--- src/rtl/keypad_scan_4x4.sv ---
// keypad_scan_4x4: 4x4 matrix keypad scanner with press/release debounce.
// Drives one column low at a time, watches the active-low rows, and emits
// one key_valid pulse with a 4-bit key_value per debounced press.
// Optional auto-repeat while a key is held: define KEYPAD_REPEAT_EN.
module keypad_scan_4x4 #(
   parameter int unsigned SCAN_DIV     = 50000,
   parameter int unsigned DEBOUNCE_CNT = 20,
   parameter int unsigned REPEAT_DELAY = 500,
   parameter int unsigned REPEAT_RATE  = 100
) (
   input  logic       clk,
   input  logic       rst,
   input  logic [3:0] row,
   output logic [3:0] col,
   output logic [3:0] key_value,
   output logic       key_valid
);

   localparam int unsigned PW = $clog2(SCAN_DIV);
   localparam int unsigned DW = $clog2(DEBOUNCE_CNT + 1);
   localparam logic [PW-1:0] PRESC_LAST = PW'(SCAN_DIV - 1);
   localparam logic [DW-1:0] DEB_LAST   = DW'(DEBOUNCE_CNT - 1);

   typedef enum logic [1:0] {
      SCAN,
      DEBOUNCE,
      HELD,
      RELEASE
   } state_t;

   state_t        state;
   logic [3:0]    row_meta;
   logic [3:0]    srow;
   logic [PW-1:0] presc;
   logic          tick;
   logic [1:0]    col_idx;
   logic [3:0]    lat_row;
   logic [1:0]    lat_col;
   logic [DW-1:0] deb_cnt;

`ifdef KEYPAD_REPEAT_EN
   localparam int unsigned REP_MAX = (REPEAT_DELAY > REPEAT_RATE) ? REPEAT_DELAY : REPEAT_RATE;
   localparam int unsigned RW = $clog2(REP_MAX + 1);
   localparam logic [RW-1:0] REP_FIRST = RW'(REPEAT_DELAY);
   localparam logic [RW-1:0] REP_NEXT  = RW'(REPEAT_RATE);

   logic [RW-1:0] rep_cnt;
   logic          rep_phase;   // 0: waiting for first repeat, 1: periodic
`endif

   // Key map: row r, column c -> code
   function automatic logic [3:0] key_code(input logic [1:0] r, input logic [1:0] c);
      logic [3:0] code;
      case ({r, c})
         4'b00_00: code = 4'h1;
         4'b00_01: code = 4'h2;
         4'b00_10: code = 4'h3;
         4'b00_11: code = 4'hA;
         4'b01_00: code = 4'h4;
         4'b01_01: code = 4'h5;
         4'b01_10: code = 4'h6;
         4'b01_11: code = 4'hB;
         4'b10_00: code = 4'h7;
         4'b10_01: code = 4'h8;
         4'b10_10: code = 4'h9;
         4'b10_11: code = 4'hC;
         4'b11_00: code = 4'hE;
         4'b11_01: code = 4'h0;
         4'b11_10: code = 4'hF;
         default:  code = 4'hD;
      endcase
      return code;
   endfunction

   // Lowest-indexed low row in an active-low pattern
   function automatic logic [1:0] lowest_row(input logic [3:0] pat);
      logic [1:0] r;
      if (!pat[0])      r = 2'd0;
      else if (!pat[1]) r = 2'd1;
      else if (!pat[2]) r = 2'd2;
      else              r = 2'd3;
      return r;
   endfunction

   assign tick = (presc == PRESC_LAST);

   // Two-flop synchronizer for the asynchronous row lines (idle = pulled high)
   always_ff @(posedge clk) begin
      if (rst) begin
         row_meta <= '1;
         srow     <= '1;
      end else begin
         row_meta <= row;
         srow     <= row_meta;
      end
   end

   // Scan prescaler: free-running 0..SCAN_DIV-1, tick at terminal count
   always_ff @(posedge clk) begin
      if (rst || tick) presc <= '0;
      else             presc <= presc + PW'(1);
   end

   // Scan / debounce / hold / release FSM with registered outputs
   always_ff @(posedge clk) begin
      if (rst) begin
         state     <= SCAN;
         col       <= 4'b1110;
         col_idx   <= '0;
         lat_row   <= '1;
         lat_col   <= '0;
         deb_cnt   <= '0;
         key_value <= '0;
         key_valid <= 1'b0;
`ifdef KEYPAD_REPEAT_EN
         rep_cnt   <= '0;
         rep_phase <= 1'b0;
`endif
      end else begin
         key_valid <= 1'b0;
         if (tick) begin
            case (state)
               SCAN: begin
                  if (srow == 4'hF) begin
                     col     <= {col[2:0], col[3]};
                     col_idx <= col_idx + 2'd1;
                  end else begin
                     lat_row <= srow;
                     lat_col <= col_idx;
                     deb_cnt <= DW'(1);
                     state   <= DEBOUNCE;
                  end
               end
               DEBOUNCE: begin
                  if (srow == lat_row) begin
                     deb_cnt <= deb_cnt + DW'(1);
                     if (deb_cnt == DEB_LAST) begin
                        state     <= HELD;
                        key_value <= key_code(lowest_row(lat_row), lat_col);
                        key_valid <= 1'b1;
`ifdef KEYPAD_REPEAT_EN
                        rep_cnt   <= '0;
                        rep_phase <= 1'b0;
`endif
                     end
                  end else begin
                     // Column stays put so the same column is re-sampled
                     state <= SCAN;
                  end
               end
               HELD: begin
                  if (srow == 4'hF) begin
                     deb_cnt <= DW'(1);
                     state   <= RELEASE;
`ifdef KEYPAD_REPEAT_EN
                     rep_cnt   <= '0;
                     rep_phase <= 1'b0;
`endif
                  end else begin
`ifdef KEYPAD_REPEAT_EN
                     if ((rep_cnt + RW'(1)) == (rep_phase ? REP_NEXT : REP_FIRST)) begin
                        key_valid <= 1'b1;
                        rep_cnt   <= '0;
                        rep_phase <= 1'b1;
                     end else begin
                        rep_cnt <= rep_cnt + RW'(1);
                     end
`endif
                  end
               end
               RELEASE: begin
                  if (srow == 4'hF) begin
                     deb_cnt <= deb_cnt + DW'(1);
                     if (deb_cnt == DEB_LAST) begin
                        state   <= SCAN;
                        col     <= {col[2:0], col[3]};
                        col_idx <= col_idx + 2'd1;
                     end
                  end else begin
                     // Release bounce: back to held, no new pulse
                     state <= HELD;
`ifdef KEYPAD_REPEAT_EN
                     rep_cnt   <= '0;
                     rep_phase <= 1'b0;
`endif
                  end
               end
               default: state <= SCAN;
            endcase
         end
      end
   end

endmodule

--- config.mk ---
export PLATFORM = sky130hd
export DESIGN_NAME = keypad_scan_4x4
export DESIGN_NICKNAME = d
export VERILOG_FILES = /design/src/rtl/keypad_scan_4x4.sv
export SDC_FILE = /design/constraint.sdc
export NUM_CORES = 1
export LEC_CHECK = 0
export CAP_MARGIN = 20
export CORE_MARGIN = 3
export CORE_UTILIZATION = 44
export CTS_CLUSTER_SIZE = 30
export DETAILED_ROUTE_END_ITERATION = 12
export HOLD_SLACK_MARGIN = 0.12
export SLEW_MARGIN = 10
export SYNTH_ARGS = -nofsm -noshare
export SYNTH_HDL_FRONTEND = slang
export SYNTH_SLANG_ARGS = --single-unit
--- constraint.sdc ---
create_clock -name clk -period 3.7 [get_ports clk]
set_input_delay 0.555 -clock clk [delete_from_list [all_inputs] [get_ports clk]]
set_output_delay 0.555 -clock clk [all_outputs]
set_load 0.005 [all_outputs]
[Yosys cells after proc, flatten, opt, wreduce, memory -nomap -nowiden]
Memory sizes are Yosys's and may differ from the RTL's. A register that Yosys moved wholly into a read port is not among the register bits.
Cells that the tools add are included.
Widths: inputs -> output; s select.
Storage, ports and cells
  bits in registers: 44
  bits in read-only memories: 64
  bits of input ports: 6
  output and inout bits: 9
  logic and storage cells: 71
  memories: 1
Memories
  (no name shown): words 16, bits a word 4, rd ports 1, clocked after Yosys merged registers in 1, wr ports 0, RTL line 54  | case ({r, c})
Cells by class
  add/subtract/negate cells: 3
  equality and inequality tests: 15
  mux-type cells: 29
  bitwise logic cells: 4
  reduce and logical (&&, ||, !) cells: 9
Operator list (number)
  $mux 2: 16
  $mux 5: 4
  $pmux 5 s4: 1
  $add 16x1->16 const B: 1
  $eq 16x16->1 const B: 1
  $reduce_and 5->1: 3
  $mux 4: 3
  $ne 2x2->1 const B: 6
  $pmux 2 s4: 1
  $pmux 4 s2: 1
  $ne 3x3->1 const B: 2
  $add 5x1->5 const B: 1
  $eq 5x5->1 const B: 1
  $eq 2x2->1 const B: 2
  $eq 4x4->1: 1
  $eq 4x4->1 const B: 1
  $not 1->1: 4
  $pmux 2 s2: 1
  $reduce_and 4->1: 1
  $reduce_or 4->1: 1
  $reduce_and 3->1: 1
  $add 2x1->2 const B: 1
  $eq 2x1->1 const B: 1
  $logic_not 2->1: 1
  3 further kinds: 4

[Logic depth before layout (Yosys ltp)]
  word-level depth: 8
  gate-level depth with buffers: 7
  mapped depth without buffers: 7

[Worst setup path before layout]
Ideal clock, no wire load.
  kind: reg-to-reg
  start: register presc[13]
  end: register key_value[2]
  setup time: 132 ps
  arrival: 2114 ps
  required time: 3568 ps
  slack: 1454 ps
  stages on the path, launching flop included: 7
  path buffers: 1
  period minus slack after synthesis: 2246 ps
  cells stage by stage: dfxtp_1 or4_4 or4_1 buf_2 nor4_4 nand2b_1 a21oi_1
Between the ends
  cells in the longest elaborated chain, start to end: 2
Ends and longest elaborated chain
  from (decl): RTL line 34  | logic [PW-1:0] presc;
  from (signal assigned): RTL line 101  | else presc <= presc + PW'(1);
  $eq 16x16->1: RTL line 85  | assign tick = (presc == PRESC_LAST);
  $reduce_and 4->1 (no source line)
  to (decl): RTL line 15  | output logic [3:0] key_value,
No other way between the ends.
A chain may end at the register's enable or synchronous reset.

[Worst setup path after layout]
  start: register presc[13]
  end: register lat_row[2]
Between the ends
  cells in the longest elaborated chain, start to end: 2
Ends and longest elaborated chain
  $eq 16x16->1: RTL line 85
  $reduce_and 3->1 (no source line)
  to (signal assigned): RTL line 128  | lat_row <= srow;
  to (decl): RTL line 37  | logic [3:0] lat_row;
No other way between the ends.

==> impl_metrics.py <==
metrics = {
    "outcome": {
        "status": "completed",
    },
    "logic_synthesis": {
        "synth_area_per_cell_um2": 8.99,
        "yosysWarningCount": 0,
        "synthTopCellsByArea": "dfxtp_1, nor2_1, xor2_1, nand3_1, xnor2_1",
        "synth_ff_type": "dfxtp_1",
        "async_reset_ff_share_pct": 0,
        "synth.largest_area_cell": "dfxtp_1",
        "synth_edf_count": 0,
        "synth_top_cell_area_share_pct": 44.4,
        "synthCells": 241,
        "ys_types": 36,
        "mappedNetlistArea_mm2": 0.00217,
        "ys_seq_elements": 48,
        "seq_area_frac_synth_pct": 44.4,
        "syn_nets": 253,
    },
    "floorplanning": {
        "num_io_pins": 15,
        "die-area_mm2": 0.00580,
        "fp-row-count": 24,
        "initial_utilization_pct": 47.5,
        "core_area_mm2": 0.00456,
        "die_w_um": 76.2,
        "die_h_um": 76.2,
    },
    "drt": {
        "wl_per_cell_um": 11.3,
        "vias": 1601,
        "wl_um": 3580,
        "drtAntennaViolNets": 0,
        "drc": 0,
        "drt_iter0_markers": 62,
        "first_pass_iters": 4,
        "via_per_inst": 5.07,
    },
    "timing": {
        "fin_setup_tns_ns": 0,
        "clock_skew_ns": 0.00420,
        "setup_ws_ns": 1.23,
        "slew_violations": 0,
        "fmax_mhz": 404,
        "tightest_slew_ns": 0.658,
        "grt_setup_unrepaired": "false",
        "relSlewSlack_pct": 55.7,
        "hold_violations": 0,
        "finalSetupViolCount": 0,
        "period_share_pct": 66.9,
        "period_needed_ns": 2.47,
    },
    "run": {
        "cap_violations": 0,
    },
    "power": {
        "p_comb_share_pct": 4.1,
        "clkPwrFrac_pct": 33.5,
        "intPower_w": 0.000668,
        "powerDensity_mw_per_mm2": 348,
        "p_switching_w": 0.000177,
        "seq_power_share_pct": 62.4,
        "ir_drop_mv": 0.221,
        "total_power_w": 0.000844,
        "sw_frac_of_total_pct": 20.9,
        "p_leak_nw": 0.889,
    },
    "hold_path": {
        "hold_class": "flip-flop to flip-flop",
        "hold_start": "row_meta[2]",
        "hold_depth": 1,
        "holdPathEnd": "srow[2]",
    },
    "cts": {
        "clkTransAtPathRegs_ns": 0.08,
        "post_cts_resized": 0,
        "cts_root_buffer": "clkbuf_8",
        "cts_hold_buf": 0,
        "cts_made_buffers": 5,
        "cts_tree": "yes",
        "htree_levels": 2,
        "clock_latency_ns": 0.29,
        "clock_sinks": 48,
        "postCtsSetupBuffers": 0,
        "cts.path.max_buffers": 2,
    },
    "global_routing": {
        "grt_pass1_wl_um": 6120,
        "grt_max_degree": 35,
        "grt_pass1_vias": 1360,
        "track_usage_pct": 12.5,
        "grt_overflow": 0,
        "antenna_found_initial": 0,
    },
    "finish": {
        "final_util_pct": 53.1,
        "diodes": 0,
        "layout-drive-gt1-share_pct": 7.97,
        "layout.nets": 263,
        "finalNonFillerCells": 316,
        "area_growth_pct": 11.9,
        "num-fill-cells": 457,
    },
    "setup_path": {
        "reg2reg_to": "lat_row[2]",
        "crit_chain": "or4_4, nor4_1, and3_1, nor2b_1, a211o_1",
        "cp_num_buf_inv": 0,
        "regToRegSetupSlack_ns": 1.23,
        "required_ns": 3.88,
        "cp-end-kind": "flip-flop",
        "r2r-start": "presc[13]",
        "reg2reg_depth": 5,
        "slowest_stage": "nor4_1",
        "critPathKind": "flip-flop to flip-flop",
        "crit_family": "simple AND/OR/NAND/NOR gates",
        "critPathMaxFanout": 10,
        "cpPeakStageDelay_ns": 0.60,
        "cp-start-kind": "flip-flop",
        "arrival_ns": 2.66,
    },
    "place": {
        "pre_cts_ws_ns": 1.25,
        "place_congestion": 0.821,
        "placed_cells": 309,
        "numPortBuffers": 14,
        "post-dp-hpwl_um": 2550,
    },
}
## flip-flops by register name, indices dropped and copies added (netlist names)
register	cells
row_meta	4
deb_cnt	5
state	2
key_value	4
col	4
lat_row	4
col_idx	2
key_valid	1
lat_col	2
presc	16
srow	4
## cell usage after synthesis (3+ instances only)
| master | n |
|---|---|
| a211oi_1 | 6 |
| o21ai_0 | 3 |
| nand3_1 | 17 |
| clkbuf_1 | 8 |
| or2_2 | 9 |
| mux2i_1 | 7 |
| xnor2_1 | 9 |
| and3_1 | 3 |
| buf_2 | 3 |
| nand2_1 | 11 |
| nand2b_1 | 4 |
| a21oi_1 | 8 |
| nand4b_1 | 4 |
| a211o_1 | 7 |
| inv_1 | 9 |
| ha_1 | 6 |
| xor2_1 | 11 |
| nor3_1 | 3 |
| dfxtp_1 | 48 |
| nor2b_1 | 7 |
| nor2_1 | 36 |
| nand4_1 | 4 |
## power by group through the flow
stage               logic (W)  registers (W)  clock network (W)
finish              0.0000346       0.000527           0.000283
global route        0.0000388       0.000528           0.000311
CTS                 0.0000352       0.000527           0.000299
detailed placement  0.0000351       0.000540                  0
global placement    0.0000356       0.000540                  0
floorplan           0.0000242       0.000539                  0
## cells by family after synthesis
group | after synthesis | synth area share, %
and+or+nand+nor | 106 | 26.1
xor gates and xnor gates | 20 | 8.09
buffers and inverters | 21 | 3.81
adders and majority gates | 6 | 3.47
muxes | 9 | 4.28
DFF | 48 | 44.4
AOI/OAI and AO/OA | 31 | 9.94
## per-stage QoR
| stage | hold WS, ns | instance area, µm² |
|---|---|---|
| 2_1_floorplan | 0.389 | 2170 |
| 3_3_place_gp | 0.392 | 2350 |
| 3_5_place_dp | 0.394 | 2350 |
| 4_1_cts | 0.413 | 2420 |
| 5_1_grt | 0.427 | 2420 |
| 6_report | 0.412 | 2420 |
## how the worst max path moves through the flow
stage	start	to	slack [ns]	depth (start not counted)
after global routing	presc[0]	key_value[3]	1.00	6
after floorplan	presc[13]	key_value[2]	1.45	6
after global placement	presc[13]	key_value[3]	1.31	5
after detailed placement	presc[13]	key_value[1]	1.25	5
final	presc[13]	lat_row[2]	1.23	5
after CTS	presc[13]	lat_row[2]	1.23	5
## metal layers
layer,vias to the layer above,share of wire [%],global-route usage [%]
li1,848,-,-
met2,17,42,18.2
met4,0,0.53,3.80
met5,-,0,0
met1,734,54,18.0
met3,2,2.9,3.31
## cell usage in the layout (no fill, tap or decap), types with 2 or more instances in the layout
| cell type | instances |
|---|---|
| a211o_1 | 7 |
| a211oi_1 | 6 |
| a21oi_1 | 8 |
| a2bb2oi_1 | 2 |
| a31oi_1 | 2 |
| and3_1 | 3 |
| clkbuf_8 | 5 |
| clkdlybuf4s50_1 | 14 |
| dfxtp_1 | 48 |
| ha_1 | 6 |
| inv_1 | 9 |
| mux2_2 | 2 |
| mux2i_1 | 7 |
| nand2_1 | 11 |
| nand2b_1 | 4 |
| nand3_1 | 17 |
| nand4_1 | 4 |
| nand4b_1 | 4 |
| nor2_1 | 36 |
| nor2b_1 | 7 |
| nor3_1 | 3 |
| o21ai_0 | 3 |
| or2_2 | 9 |
| or4bb_1 | 2 |
| xnor2_1 | 9 |
| xor2_1 | 11 |
## area by class of cell
type	instances	area (µm²)	area share, %
multi-input combinational	172	1120	46.3
inverter	9	33.8	1.39
clock buffer	6	72.6	2.99
timing repair buffer	15	148	6.09
tap	65	81.3	3.36
sequential	48	961	39.6
clock inverter	1	5.00	0.207
Note: power is estimated with default switching activity, not from simulation.
